**config.mk**
```make
export PLATFORM = sky130hd
export DESIGN_NAME = pipeline_hazard_ctrl
export DESIGN_NICKNAME = d
export VERILOG_FILES = /design/src/rtl/pipeline_hazard_ctrl.sv
export SDC_FILE = /design/constraint.sdc
export NUM_CORES = 1
export LEC_CHECK = 0
export CORE_MARGIN = 2
export CORE_UTILIZATION = 30
export DETAILED_ROUTE_END_ITERATION = 12
export HOLD_SLACK_MARGIN = 0.1
export PLACE_DENSITY = 0.84
export RECOVER_POWER = 25
export SLEW_MARGIN = 40
export SYNTH_ARGS = -nofsm -noshare
export SYNTH_HDL_FRONTEND = slang
export SYNTH_SLANG_ARGS = --single-unit
export TNS_END_PERCENT = 5
```
**constraint.sdc**
```tcl
create_clock -name clk -period 1.8 [get_ports clk]
set_input_delay 0.36 -clock clk [delete_from_list [all_inputs] [get_ports clk]]
set_output_delay 0.36 -clock clk [all_outputs]
set_load 0.01 [all_outputs]
```
**src/rtl/pipeline_hazard_ctrl.sv**
```systemverilog
// pipeline_hazard_ctrl: stall/flush/forward controller for the 5-stage pipeline.
// A memory wait-state FSM (with timeout trap) has the highest priority.
// Taken branches come next, then load-use hazards. EX operand forwarding is
// resolved independently of the stall logic.
// Optional build macro HAZ_PERF_CNT_EN adds stall/flush performance counters.
// Without the macro, stall_cycles and flush_count are tied to 0.
//
// state  | meaning
// S_IDLE | no outstanding multi-cycle data access
// S_WAIT | data access in flight, pipeline frozen until dmem_ack
// S_ERR  | access timed out, pipeline frozen until rst
module pipeline_hazard_ctrl #(
  parameter int MEM_TIMEOUT = 255,
  parameter int CNT_W       = 8
) (
  input  logic        clk,
  input  logic        rst,
  input  logic [4:0]  id_rs1,
  input  logic [4:0]  id_rs2,
  input  logic [4:0]  ex_rs1,
  input  logic [4:0]  ex_rs2,
  input  logic [4:0]  ex_rd,
  input  logic        ex_mem_read,
  input  logic [4:0]  me_rd,
  input  logic        me_reg_write,
  input  logic [4:0]  wb_rd,
  input  logic        wb_reg_write,
  input  logic        ex_branch_taken,
  input  logic        dmem_req,
  input  logic        dmem_ack,
  output logic        stall_pc,
  output logic        stall_if_id,
  output logic        bubble_id_ex,
  output logic        flush_if_id,
  output logic        stall_id_ex,
  output logic        stall_ex_me,
  output logic        bubble_me_wb,
  output logic [1:0]  fwd_a_sel,
  output logic [1:0]  fwd_b_sel,
  output logic        mem_err,
  output logic [31:0] stall_cycles,
  output logic [31:0] flush_count
);

  typedef enum logic [1:0] {S_IDLE, S_WAIT, S_ERR} state_t;

  state_t             state_q, state_d;
  logic [CNT_W-1:0]   wait_cnt_q, wait_cnt_d;
  logic               mem_err_q, mem_err_d;
  logic               mem_stall;
  logic               load_use;

  // ME beats WB: the ME value is the younger result.
  function automatic logic [1:0] fwd_sel(input logic [4:0] rs,
                                         input logic [4:0] m_rd, input logic m_we,
                                         input logic [4:0] w_rd, input logic w_we);
    if (m_we && m_rd != 5'd0 && m_rd == rs)      return 2'b10;
    else if (w_we && w_rd != 5'd0 && w_rd == rs) return 2'b01;
    else                                         return 2'b00;
  endfunction

  // Memory FSM next state, wait counter and same-cycle mem stall request
  always_comb begin
    state_d    = state_q;
    wait_cnt_d = wait_cnt_q;
    mem_err_d  = mem_err_q;
    mem_stall  = 1'b0;
    case (state_q)
      S_IDLE: begin
        if (dmem_req && !dmem_ack) begin
          mem_stall  = 1'b1;
          state_d    = S_WAIT;
          wait_cnt_d = '0;
        end
      end
      S_WAIT: begin
        if (dmem_ack) begin
          state_d = S_IDLE;
        end else begin
          mem_stall = 1'b1;
          if (wait_cnt_q == CNT_W'(MEM_TIMEOUT - 1)) begin
            state_d   = S_ERR;
            mem_err_d = 1'b1;
          end else begin
            wait_cnt_d = wait_cnt_q + CNT_W'(1);
          end
        end
      end
      S_ERR: begin
        mem_stall = 1'b1;
        mem_err_d = 1'b1;
      end
      default: state_d = S_IDLE;
    endcase
  end

  // FSM, wait counter and sticky error registers
  always_ff @(posedge clk) begin
    if (rst) begin
      state_q    <= S_IDLE;
      wait_cnt_q <= '0;
      mem_err_q  <= 1'b0;
    end else begin
      state_q    <= state_d;
      wait_cnt_q <= wait_cnt_d;
      mem_err_q  <= mem_err_d;
    end
  end

  assign load_use = ex_mem_read && (ex_rd != 5'd0) &&
                    ((ex_rd == id_rs1) || (ex_rd == id_rs2));

  // Prioritised pipeline controls: mem stall > branch flush > load-use stall
  always_comb begin
    stall_pc     = 1'b0;
    stall_if_id  = 1'b0;
    bubble_id_ex = 1'b0;
    flush_if_id  = 1'b0;
    stall_id_ex  = 1'b0;
    stall_ex_me  = 1'b0;
    bubble_me_wb = 1'b0;
    fwd_a_sel    = 2'b00;
    fwd_b_sel    = 2'b00;
    if (!rst) begin
      fwd_a_sel = fwd_sel(ex_rs1, me_rd, me_reg_write, wb_rd, wb_reg_write);
      fwd_b_sel = fwd_sel(ex_rs2, me_rd, me_reg_write, wb_rd, wb_reg_write);
      if (mem_stall) begin
        stall_pc     = 1'b1;
        stall_if_id  = 1'b1;
        stall_id_ex  = 1'b1;
        stall_ex_me  = 1'b1;
        bubble_me_wb = 1'b1;
      end else if (ex_branch_taken) begin
        flush_if_id  = 1'b1;
        bubble_id_ex = 1'b1;
      end else if (load_use) begin
        stall_pc     = 1'b1;
        stall_if_id  = 1'b1;
        bubble_id_ex = 1'b1;
      end
    end
  end

  assign mem_err = mem_err_q;

`ifdef HAZ_PERF_CNT_EN
  logic [31:0] stall_cycles_q, stall_cycles_d;
  logic [31:0] flush_count_q, flush_count_d;

  // Free-running, wrapping event counters
  always_comb begin
    stall_cycles_d = stall_cycles_q + {31'd0, stall_pc};
    flush_count_d  = flush_count_q + {31'd0, flush_if_id};
  end

  // Counter registers
  always_ff @(posedge clk) begin
    if (rst) begin
      stall_cycles_q <= '0;
      flush_count_q  <= '0;
    end else begin
      stall_cycles_q <= stall_cycles_d;
      flush_count_q  <= flush_count_d;
    end
  end

  assign stall_cycles = stall_cycles_q;
  assign flush_count  = flush_count_q;
`else
  assign stall_cycles = 32'd0;
  assign flush_count  = 32'd0;
`endif

endmodule

```
==> summary.txt, run 1 <==
initial antenna violation count: 0
Initial Utilization: 31.5%
maxcap violations: 0
row count: 25
sequential fraction of the synthesis area: 14.6%
total gr overflow: 0
Worst Path Max Fanout: 3
Slew Limit Fails: 0
number of diodes: 0
DIE AREA: 5600 µm²
Worst Clk Skew: 0.00136 ns
slowest CP cell: or4_1
Yosys reg bits: 11
All-Layer GR Usage: 14.2%
dpl cells: 343
NumNets Final: 329
Wirelength per Cell: 11.0 µm
routing usage on met3: 2.68%
final hold vios: 0
Placer Congestion: 0.831
commonest non-fill, non-tap cell in the layout: conb_1
failing checks: negative setup slack
clock buffer depth: 2
Tot Pwr: 0.888 mW
Slew HR: 65.4%
crit-path cells: buf_8, buf_6, xor2_1, or4_1, nor4_2, buf_2
post-route setup TNS: -1.30 ns
minimum clock period: 2.04 ns
M2 GR Usage: 29.8%
Die Width: 74.9 µm
Layout Cells excl Fill: 350
Filler Cells Inserted: 473
IO buf count: 54
CTS Hold Bufs: 0
FMAX: 0.489 GHz
Clk Latency, worst-skew pair: 0.24 ns
Hold Crit Start: mem_err$_SDFFE_PP0P_
RSZ-0062 raised after global routing: true
r2r startpoint: wait_cnt_q[0]$_SDFFE_PP0P_
pin count of the biggest net entering global routing: 12
most frequent cells in the layout: conb_1, buf_4, xor2_1
Setup Viol. Count Final: 8
vias: 1458
layout cell share with drive strength beyond 1: 31.1%
clk root buf: clkbuf_8
DR vias/cell: 4.17
Most Used Layer, Global Route: met2
Final Hold Slack: 0.450 ns
CTS tree: built
PnR worst setup slack: -0.244 ns
final worst-path cycle share: 114%
peak supply drop: 238 µV
Worst Path Arrival: 1.68 ns
drt drc: 0
initial drt markers: 41
total CTS buffers: 3
CP required: 1.44 ns
Top-Level Pins: 119
Sink Count: 11
Yosys warnings: 0
vias in the first global route: 1493
height of the chip: 74.9 µm
Setup crit start kind: primary input
Mean Syn Cell Area: 7.81 µm²
First-pass DRT Iterations: 4
crit end category: output port
critical path's largest stage delay: 0.53 ns
Post-Route WL: 3840 µm
status: complete, but fails checks
Yosys cell types: 40
core region area: 4790 µm²
Slew @ Worst Pin: 0.517 ns
Leak: 1.04 nW
first-pass GRT wire length: 6250 µm
CP startpoint: wb_rd[4]
Mapped Cells: 193
synthesis-to-finish area growth: 48.3%
clock transition at the registers of the reported paths: 0.05 ns
Post-DP HPWL: 3290 µm
Synth Cell Area: 1510 µm²
H-tree depth: 1
post-route ant nets: 0
met1 global-route usage: 13.1%
P per Cell Area: 397 nW/µm²
Setup Crit Path Kind: in -> out
Min-Delay Path Class: reg -> reg
[final timing paths]
path | to | slack, ns | cells past startpoint
worst max-delay path | fwd_a_sel[0] | -0.24 | 6
worst min-delay path | mem_err$_SDFFE_PP0P_ | 0.45 | 2
worst max register to register | wait_cnt_q[7]$_SDFFE_PP0P_ | 0.25 | 6
worst min register to register | mem_err$_SDFFE_PP0P_ | 0.45 | 2
[final cells by class]
class	instances	area, µm²	share of cell area (%)
Clock buffer	4	45.0	2.02
Inverter	6	22.5	1.01
Sequential cell	11	220	9.85
Tap cell	67	83.8	3.75
Multi-Input combinational cell	170	1090	48.8
Timing Repair Buffer	92	772	34.5
[per-stage QoR]
step                utilization (%)  area (µm²)  setup WS [ns]
floorplan                         -        1740        -0.0678
detailed placement             44.3        2120          -1.11
global placement               44.3        2120          -1.07
CTS                            45.6        2180         -0.354
global route                   46.7        2230         -0.299
finish                         46.7        2230         -0.244
[routing by layer]
| layer | vias to the layer above | wire [µm] |
|---|---|---|
| met5 | - | 0 |
| met4 | 0 | 57 |
| met3 | 6 | 254 |
| met2 | 68 | 2280 |
| met1 | 675 | 1250 |
| li1 | 709 | - |
[cell families after synthesis]
group	Yosys count	synth area share [%]
DFF	11	14.6
other	1	0.249
AOI/OAI and AO/OA	25	11.4
and+or+nand+nor	49	19.3
adders and majority gates	2	1.66
xor gates and xnor gates	30	17.4
buffers and inverters	75	35.4
[sequential cells by signal, summed over array words and instances (netlist names)]
| signal | flops |
|---|---|
| wait_cnt_q | 8 |
| state_q | 2 |
| mem_err | 1 |
[synth_stat cells (all sizes together)]
cell type  number  area (µm²)
a211oi          1        7.51
a21oi           7        35.0
a22oi           1        7.51
a31o            1        8.76
and2            1        6.26
and3            2        12.5
buf            67         503
clkbuf          2        7.51
conb            1        3.75
dfxtp          11         220
ha              2        25.0
inv             6        22.5
nand2           5        21.3
nand3           5        25.0
nand4           2        12.5
nor2           10        40.0
nor2b           1        6.26
nor3            6        35.0
nor3b           1        7.51
nor4            4        37.5
nor4b           1        8.76
o2111ai         1        8.76
o211ai          2        15.0
o21ai           4        23.8
o21bai          1        7.51
o22ai           1        6.26
o311a           1        10.0
o311ai          2        17.5
o31ai           2        15.0
o41ai           1        8.76
or2             2        12.5
or3             2        12.5
or4             7        52.6
xnor2          10        87.6
xor2           20         175
[where the power goes]
group	total (mW)	internal, mW	switching [mW]	leakage, nW
Sequential	0.250	0.247	0.00266	0.0889
Clock	0.252	0.156	0.0962	0.0228
Combinational	0.386	0.187	0.199	0.929
[timing repair]
action,CTS,global route
gates resized for setup,109,29
setup endpoints to repair,11,9
pin swaps,14,11
buffers inserted,0,3
hold endpoints to repair,0,0
[worst max-delay path: cells and delay by family]
| kind | cells | cell delay (ns) |
|---|---|---|
| buffers and inverters | 3 | 0.37 |
| XOR/XNOR | 1 | 0.12 |
| AND/OR/NAND/NOR | 2 | 0.83 |
Power figures use the tool's default switching activity.
==> run 2, diff against run 1 <==
--- a/config.mk
+++ b/config.mk
@@ -5,6 +5,7 @@
 export SDC_FILE = /design/constraint.sdc
 export NUM_CORES = 1
 export LEC_CHECK = 0
+export ABC_CLOCK_PERIOD_IN_PS = 1800
 export CORE_MARGIN = 2
 export CORE_UTILIZATION = 30
 export DETAILED_ROUTE_END_ITERATION = 12
==> results of run 2 <==
Same layout as run 1: the final DEF is identical, and so are final timing and power.
==> run 3, diff against run 2 <==
--- a/config.mk
+++ b/config.mk
@@ -6,6 +6,7 @@
 export NUM_CORES = 1
 export LEC_CHECK = 0
 export ABC_CLOCK_PERIOD_IN_PS = 1800
+export CAP_MARGIN = 40
 export CORE_MARGIN = 2
 export CORE_UTILIZATION = 30
 export DETAILED_ROUTE_END_ITERATION = 12
==> results of run 3 <==
Same layout as run 1: the final DEF is identical, and so are final timing and power.
